File: config.mk
export PLATFORM = sky130hd
export DESIGN_NAME = pdp8l_iot_seq
export DESIGN_NICKNAME = d
export VERILOG_FILES = /design/src/rtl/pdp8l_iot_seq.sv
export SDC_FILE = /design/constraint.sdc
export NUM_CORES = 1
export LEC_CHECK = 0
export CORE_UTILIZATION = 45
export CTS_BUF_LIST = sky130_fd_sc_hd__clkbuf_4 sky130_fd_sc_hd__clkbuf_8
export DETAILED_ROUTE_END_ITERATION = 8
export PLACE_DENSITY = 0.81
export SETUP_SLACK_MARGIN = 0.2
export SLEW_MARGIN = 20
export SYNTH_ARGS = -nofsm -noshare
export SYNTH_HDL_FRONTEND = slang
export SYNTH_SLANG_ARGS = --single-unit
export TNS_END_PERCENT = 1
File: constraint.sdc
create_clock -name CLOCK -period 2.3 [get_ports CLOCK]
set_clock_uncertainty 0.05 [all_clocks]
set_input_delay 0.23 -clock CLOCK [delete_from_list [all_inputs] [get_ports CLOCK]]
set_output_delay 0.23 -clock CLOCK [all_outputs]
set_load 0.01 [all_outputs]
File: src/rtl/pdp8l_iot_seq.sv
// PDP-8/L IOT bus initiator: runs one IOT as start/wait/stop/gap bus cycle.
// Ports: CLOCK/RESET/CSTEP, iot_* CPU side, iop*/ioopcode/cputodev/devtocpu/
// AC_CLEAR/IO_SKIP bus side, arm* register port.
// Optional trace ring: define IOTSEQ_TRACE_EN.
module pdp8l_iot_seq #(
  parameter int IOPWID     = 4,
  parameter int GAPWID     = 2,
  parameter int TRACEDEPTH = 8
) (
  input  logic        CLOCK,
  input  logic        RESET,
  input  logic        CSTEP,
  input  logic        iot_start,
  input  logic [11:0] iot_instr,
  input  logic [11:0] iot_ac,
  output logic        iot_busy,
  output logic        iot_done,
  output logic [11:0] iot_newac,
  output logic        iot_skip,
  output logic        iopstart,
  output logic        iopstop,
  output logic [11:0] ioopcode,
  output logic [11:0] cputodev,
  input  logic [11:0] devtocpu,
  input  logic        AC_CLEAR,
  input  logic        IO_SKIP,
  input  logic        armwrite,
  input  logic [1:0]  armraddr,
  input  logic [1:0]  armwaddr,
  input  logic [31:0] armwdata,
  output logic [31:0] armrdata
);

  localparam int TW = $clog2(TRACEDEPTH);

  typedef enum logic [2:0] {
    S_IDLE, S_START, S_WAIT, S_STOP, S_GAP
  } state_t;

  state_t      state, state_nx;
  logic [3:0]  cnt;
  logic [11:0] res_ac;
  logic        res_skip;
  logic        res_clr;
  logic        overrun;
  logic [15:0] iotcount;
  logic        is_iot;
  logic        bus_done;
  logic [TW-1:0] tptr;
  logic [31:0] trace_rd;

  assign is_iot   = (iot_instr[11:9] == 3'o6);
  assign bus_done = CSTEP && (state == S_GAP) && (cnt == 4'd0);
  assign iot_busy = (state != S_IDLE);

  always_ff @(posedge CLOCK) begin
    if (RESET) state <= S_IDLE;
    else       state <= state_nx;
  end

  always_comb begin
    state_nx = state;
    if (CSTEP) begin
      unique case (state)
        S_IDLE:  if (iot_start && is_iot) state_nx = S_START;
        S_START: state_nx = S_WAIT;
        S_WAIT:  if (cnt == 4'd0) state_nx = S_STOP;
        S_STOP:  state_nx = S_GAP;
        S_GAP:   if (cnt == 4'd0) state_nx = S_IDLE;
        default: state_nx = S_IDLE;
      endcase
    end
  end

  always_ff @(posedge CLOCK) begin
    if (RESET) begin
      cnt       <= '0;
      iopstart  <= 1'b0;
      iopstop   <= 1'b0;
      iot_done  <= 1'b0;
      ioopcode  <= '0;
      cputodev  <= '0;
      iot_newac <= '0;
      iot_skip  <= 1'b0;
      res_ac    <= '0;
      res_skip  <= 1'b0;
      res_clr   <= 1'b0;
      iotcount  <= '0;
    end else begin
      // pulses last one clock even if CSTEP drops
      iopstart <= 1'b0;
      iopstop  <= 1'b0;
      iot_done <= 1'b0;
      if (CSTEP) begin
        unique case (state)
          S_IDLE: begin
            if (iot_start && !is_iot) begin
              iot_done  <= 1'b1;
              iot_newac <= iot_ac;
              iot_skip  <= 1'b0;
            end else if (iot_start) begin
              ioopcode <= iot_instr;
              cputodev <= iot_ac;
              iopstart <= 1'b1;
            end
          end
          S_START: cnt <= 4'(IOPWID);
          S_WAIT: begin
            if (cnt == 4'd0) begin
              res_ac   <= AC_CLEAR ? devtocpu
                                   : (cputodev | devtocpu);
              res_skip <= IO_SKIP;
              res_clr  <= AC_CLEAR;
              iopstop  <= 1'b1;
            end else begin
              cnt <= cnt - 4'd1;
            end
          end
          S_STOP: cnt <= 4'(GAPWID);
          S_GAP: begin
            if (cnt == 4'd0) begin
              ioopcode  <= '0;
              cputodev  <= '0;
              iot_done  <= 1'b1;
              iot_newac <= res_ac;
              iot_skip  <= res_skip;
              iotcount  <= iotcount + 16'd1;
            end else begin
              cnt <= cnt - 4'd1;
            end
          end
          default: ;
        endcase
      end
    end
  end

  // set wins over a simultaneous software clear
  always_ff @(posedge CLOCK) begin
    if (RESET) overrun <= 1'b0;
    else if (iot_start && iot_busy) overrun <= 1'b1;
    else if (armwrite && armwaddr == 2'd1 && armwdata[31])
      overrun <= 1'b0;
  end

`ifdef IOTSEQ_TRACE_EN
  logic [23:0]   ring [TRACEDEPTH];
  logic [TW-1:0] wptr;

  always_ff @(posedge CLOCK) begin
    if (RESET) begin
      wptr <= '0;
      tptr <= '0;
      for (int i = 0; i < TRACEDEPTH; i++) ring[i] <= '0;
    end else begin
      if (bus_done) begin
        ring[wptr] <= {1'b1, res_skip, res_clr,
                       ioopcode[8:0], res_ac};
        wptr <= wptr + 1'b1;
      end
      if (armwrite && armwaddr == 2'd3)
        tptr <= armwdata[TW-1:0];
    end
  end

  assign trace_rd = 32'(ring[tptr]);
`else
  assign tptr     = '0;
  assign trace_rd = 32'd0;
`endif

  logic unused_ok;
  assign unused_ok = ^{armwdata, res_clr, bus_done};

  always_comb begin
    armrdata = 32'd0;
    unique case (armraddr)
      2'd0: armrdata = 32'h4953_1008;
      2'd1: armrdata = {iot_busy, overrun, 14'b0, iotcount};
      2'd2: armrdata = trace_rd;
      2'd3: armrdata = 32'(tptr);
      default: armrdata = 32'd0;
    endcase
  end

endmodule

==> metrics.md <==
| Metric | Value |
|---|---|
| R2R cell count | 6 |
| Layout fillers | 690 |
| Largest family of logic cells by synthesized area | simple AND/OR/NAND/NOR gates |
| Power Dens Cells | 543 mW/mm^2 |
| Largest area contributor in the netlist | dfxtp_1 |
| Hold wc startpoint | RESET |
| Register area share after synthesis | 40.8% |
| Clock Tree Buf Depth | 2 |
| Die area | 0.00876 sq mm |
| Worst-path clk slew | 70 ps |
| Vias per cell | 5.52 |
| RR Startpoint | cnt[0] |
| Cell Rows | 33 |
| # IOs | 152 |
| CP max FO | 7 |
| Slew margin rel. | 58.5% |
| First-pass detailed-route iteration total | 5 |
| Clock sink count | 77 |
| Critical path origin | armraddr[0] |
| Overflow after GRT | 0 |
| CP Data Arrival Time | 1830 ps |
| Worst setup EP type | output port |
| Synthesized flop and latch total | 77 |
| Initial antenna violation count | 0 |
| First-pass GRT wire length | 16400 um |
| Syn Area/Cell | 8.43 sq um |
| Post-synthesis compound-gate area fraction | 21.8% |
| Non-filler cells, final | 658 |
| Vias in the first global route | 3557 |
| Asr flop ratio synth | 0% |
| Initial Util | 46.2% |
| DP Cell Count | 641 |
| Hold endpoint | cnt[3] |
| DRC | 0 |
| CP Data Required Time | 2020 ps |
| Post-synth EDFFs | 0 |
| Final Cycle Share | 91.8% |
| Gr usage total | 23.9% |
| Most numerous cell in the Yosys netlist | dfxtp_1 |
| Antenna-violating nets left | 0 |
| Yosys top cell area share | 40.8% |
| Max-cap viol count | 0 |
| Core Region | 0.00818 sq mm |
| Share of cells above drive strength 1 | 10.5% |
| Port Buffers | 112 |
| CTS tree | built |
| Post-CTS Setup Inserts | 0 |
| CTS Buf Count | 9 |
| Adder-Cell Fraction of Synth Area | 0.994% |
| HPWL after DPL | 7100 um |
| Synth Area in Simple Gates | 25.8% |
| Worst setup SP type | input port |
| Final WL | 10200 um |
| Clk_lat worst skew | 350 ps |
| Final setup vio count | 0 |
| Dominant synthesized flop cell | dfxtp_1 |
| Fin. Hold Viols | 0 |
| DR iter-0 viols | 143 |
| DIE WIDTH | 93.6 um |
| Post-layout minimum cycle time | 2110 ps |
| Gpl congestion | 0.858 |
| Reg2reg end | iotcount[13] |
| Mapped cell area | 0.00377 sq mm |
| Drt wl/cell | 15.5 um |
| Area grow syn2layout | 36.7% |
| Syn. warnings | 0 |
| Synth area leaders | dfxtp_1 (41%), a21oi_1 (8.8%), nand2_1 (3.6%) |
| RSZ-0062 raised after global routing | yes |
| R2R setup slack | 350 ps |
| Worst-Margin Slew | 618 ps |
| Slew Viols, Final | 0 |
| Worst setup path category | in -> out |
| Largest net degree at the start of global routing | 40 |
| Library cells used by synthesis | 53 |
| CTS Root Cell | clkbuf_8 |
| Post-synthesis xor/xnor area fraction | 1.86% |
| Die Height | 93.6 um |
| Status | completed |
| Total number of vias | 3635 |
| Peak VDD IR | 0.000369 V |
| Mux cell area share after synthesis | 0.563% |
| Min-delay worst type | in -> reg |
| Setup TNS Final | 0 ps |
| Hold Path Stages | 2 |
| Synthesized instance count | 448 |
| Antenna Cells | 0 |
| H-tree Lvls | 3 |
| Leakage power | 1.76 nW |
| Nets | 630 |
| Max Clock Freq | 0.474 GHz |
| Post-synth top cells | dfxtp_1 (77), a21oi_1 (66), nand2_1 (36) |
## how the worst max path moves through the flow
stage                     slack [ps]  cells after the start           to
after floorplan                  510                      7    res_ac[4]
after global placement           250                      5  armrdata[0]
after detailed placement         190                      5  armrdata[0]
after CTS                        190                      5  armrdata[0]
after global routing             120                      5  armrdata[1]
final                            190                      5  armrdata[4]
## per-stage QoR
step	util [%]	setup slack (ps)	power, mW	instance area [sq um]	hold WS (ps)
3_3_place_gp	60.4	249	1.78	4940	396
3_5_place_dp	60.4	193	1.79	4940	408
6_report	63.1	189	2.80	5160	287
5_1_grt	63.1	122	2.91	5160	308
2_1_floorplan	-	511	1.60	3800	327
4_1_cts	63.0	185	2.81	5150	280
## flip-flops by register name, summed over array words and instances (netlist names)
| name | flops |
|---|---|
| iot_newac | 12 |
| iopstop | 1 |
| state | 3 |
| res_skip | 1 |
| res_ac | 12 |
| cnt | 4 |
| cputodev | 12 |
| iot_skip | 1 |
| iotcount | 16 |
| ioopcode | 12 |
| iot_done | 1 |
| iopstart | 1 |
| overrun | 1 |
## routing by layer
| layer | up-vias | global-route usage (%) | share of wire, % |
|---|---|---|---|
| met3 | 20 | 5.53 | 5.7 |
| met1 | 1716 | 28.0 | 42 |
| met2 | 108 | 41.0 | 51 |
| met4 | 0 | 11.2 | 2.1 |
| met5 | - | 0 | 0 |
| li1 | 1791 | - | - |
## cells in the final DEF (no fill, tap or decap), types with 8 or more instances in the layout
master	netlist	routed
a211oi_2	8	8
a21oi_1	66	66
a311oi_1	12	12
and2_1	15	15
buf_4	14	13
clkbuf_8	0	9
clkdlybuf4s50_1	0	110
conb_1	1	8
dfxtp_1	77	74
inv_1	11	11
nand2_1	36	36
nand4_1	13	13
nor2_1	31	31
nor3_1	8	8
o21ai_0	25	25
or3_1	16	15
xnor2_1	8	8
## layout make-up
| cell class | instances | area, sq um | area share [%] |
|---|---|---|---|
| multi-input cells | 320 | 1960 | 38.0 |
| inverters | 11 | 41.3 | 0.800 |
| repair buffers | 129 | 1280 | 24.8 |
| well taps | 105 | 131 | 2.55 |
| clock inverters | 5 | 61.3 | 1.19 |
| clock buffers | 11 | 139 | 2.69 |
| flip-flops and latches | 77 | 1550 | 29.9 |
## worst max-delay path: stages
cell and delay, ps:
clkdlybuf4s50_1 530, nor2b_2 200, buf_2 190, and2_1 130, clkdlybuf4s50_1 540
## cell families (layout without fill, tap and decap cells)
kind of cell	after synthesis	count (layout)
other cells	1	8
buf+inv	58	156
flops	77	77
fa+ha+maj	3	3
mux	2	2
xor+xnor	8	8
simple gates	166	166
compound gates	133	133
## repair_timing
action                     4_1_cts  5_1_grt
pin swaps                        0        0
hold buffers                     0        0
gates resized for setup          4        3
setup endpoints to repair        2       16
cloned                           0        1
## report_power, final
part           total (mW)  switching [mW]  leakage, nW  internal [mW]
Sequential           1.39          0.0213        0.624           1.36
Combinational       0.379           0.186         1.05          0.193
Clock                1.04           0.508       0.0926          0.527
Total                2.80           0.715         1.76           2.08
Note: power is estimated with default switching activity, not from simulation.
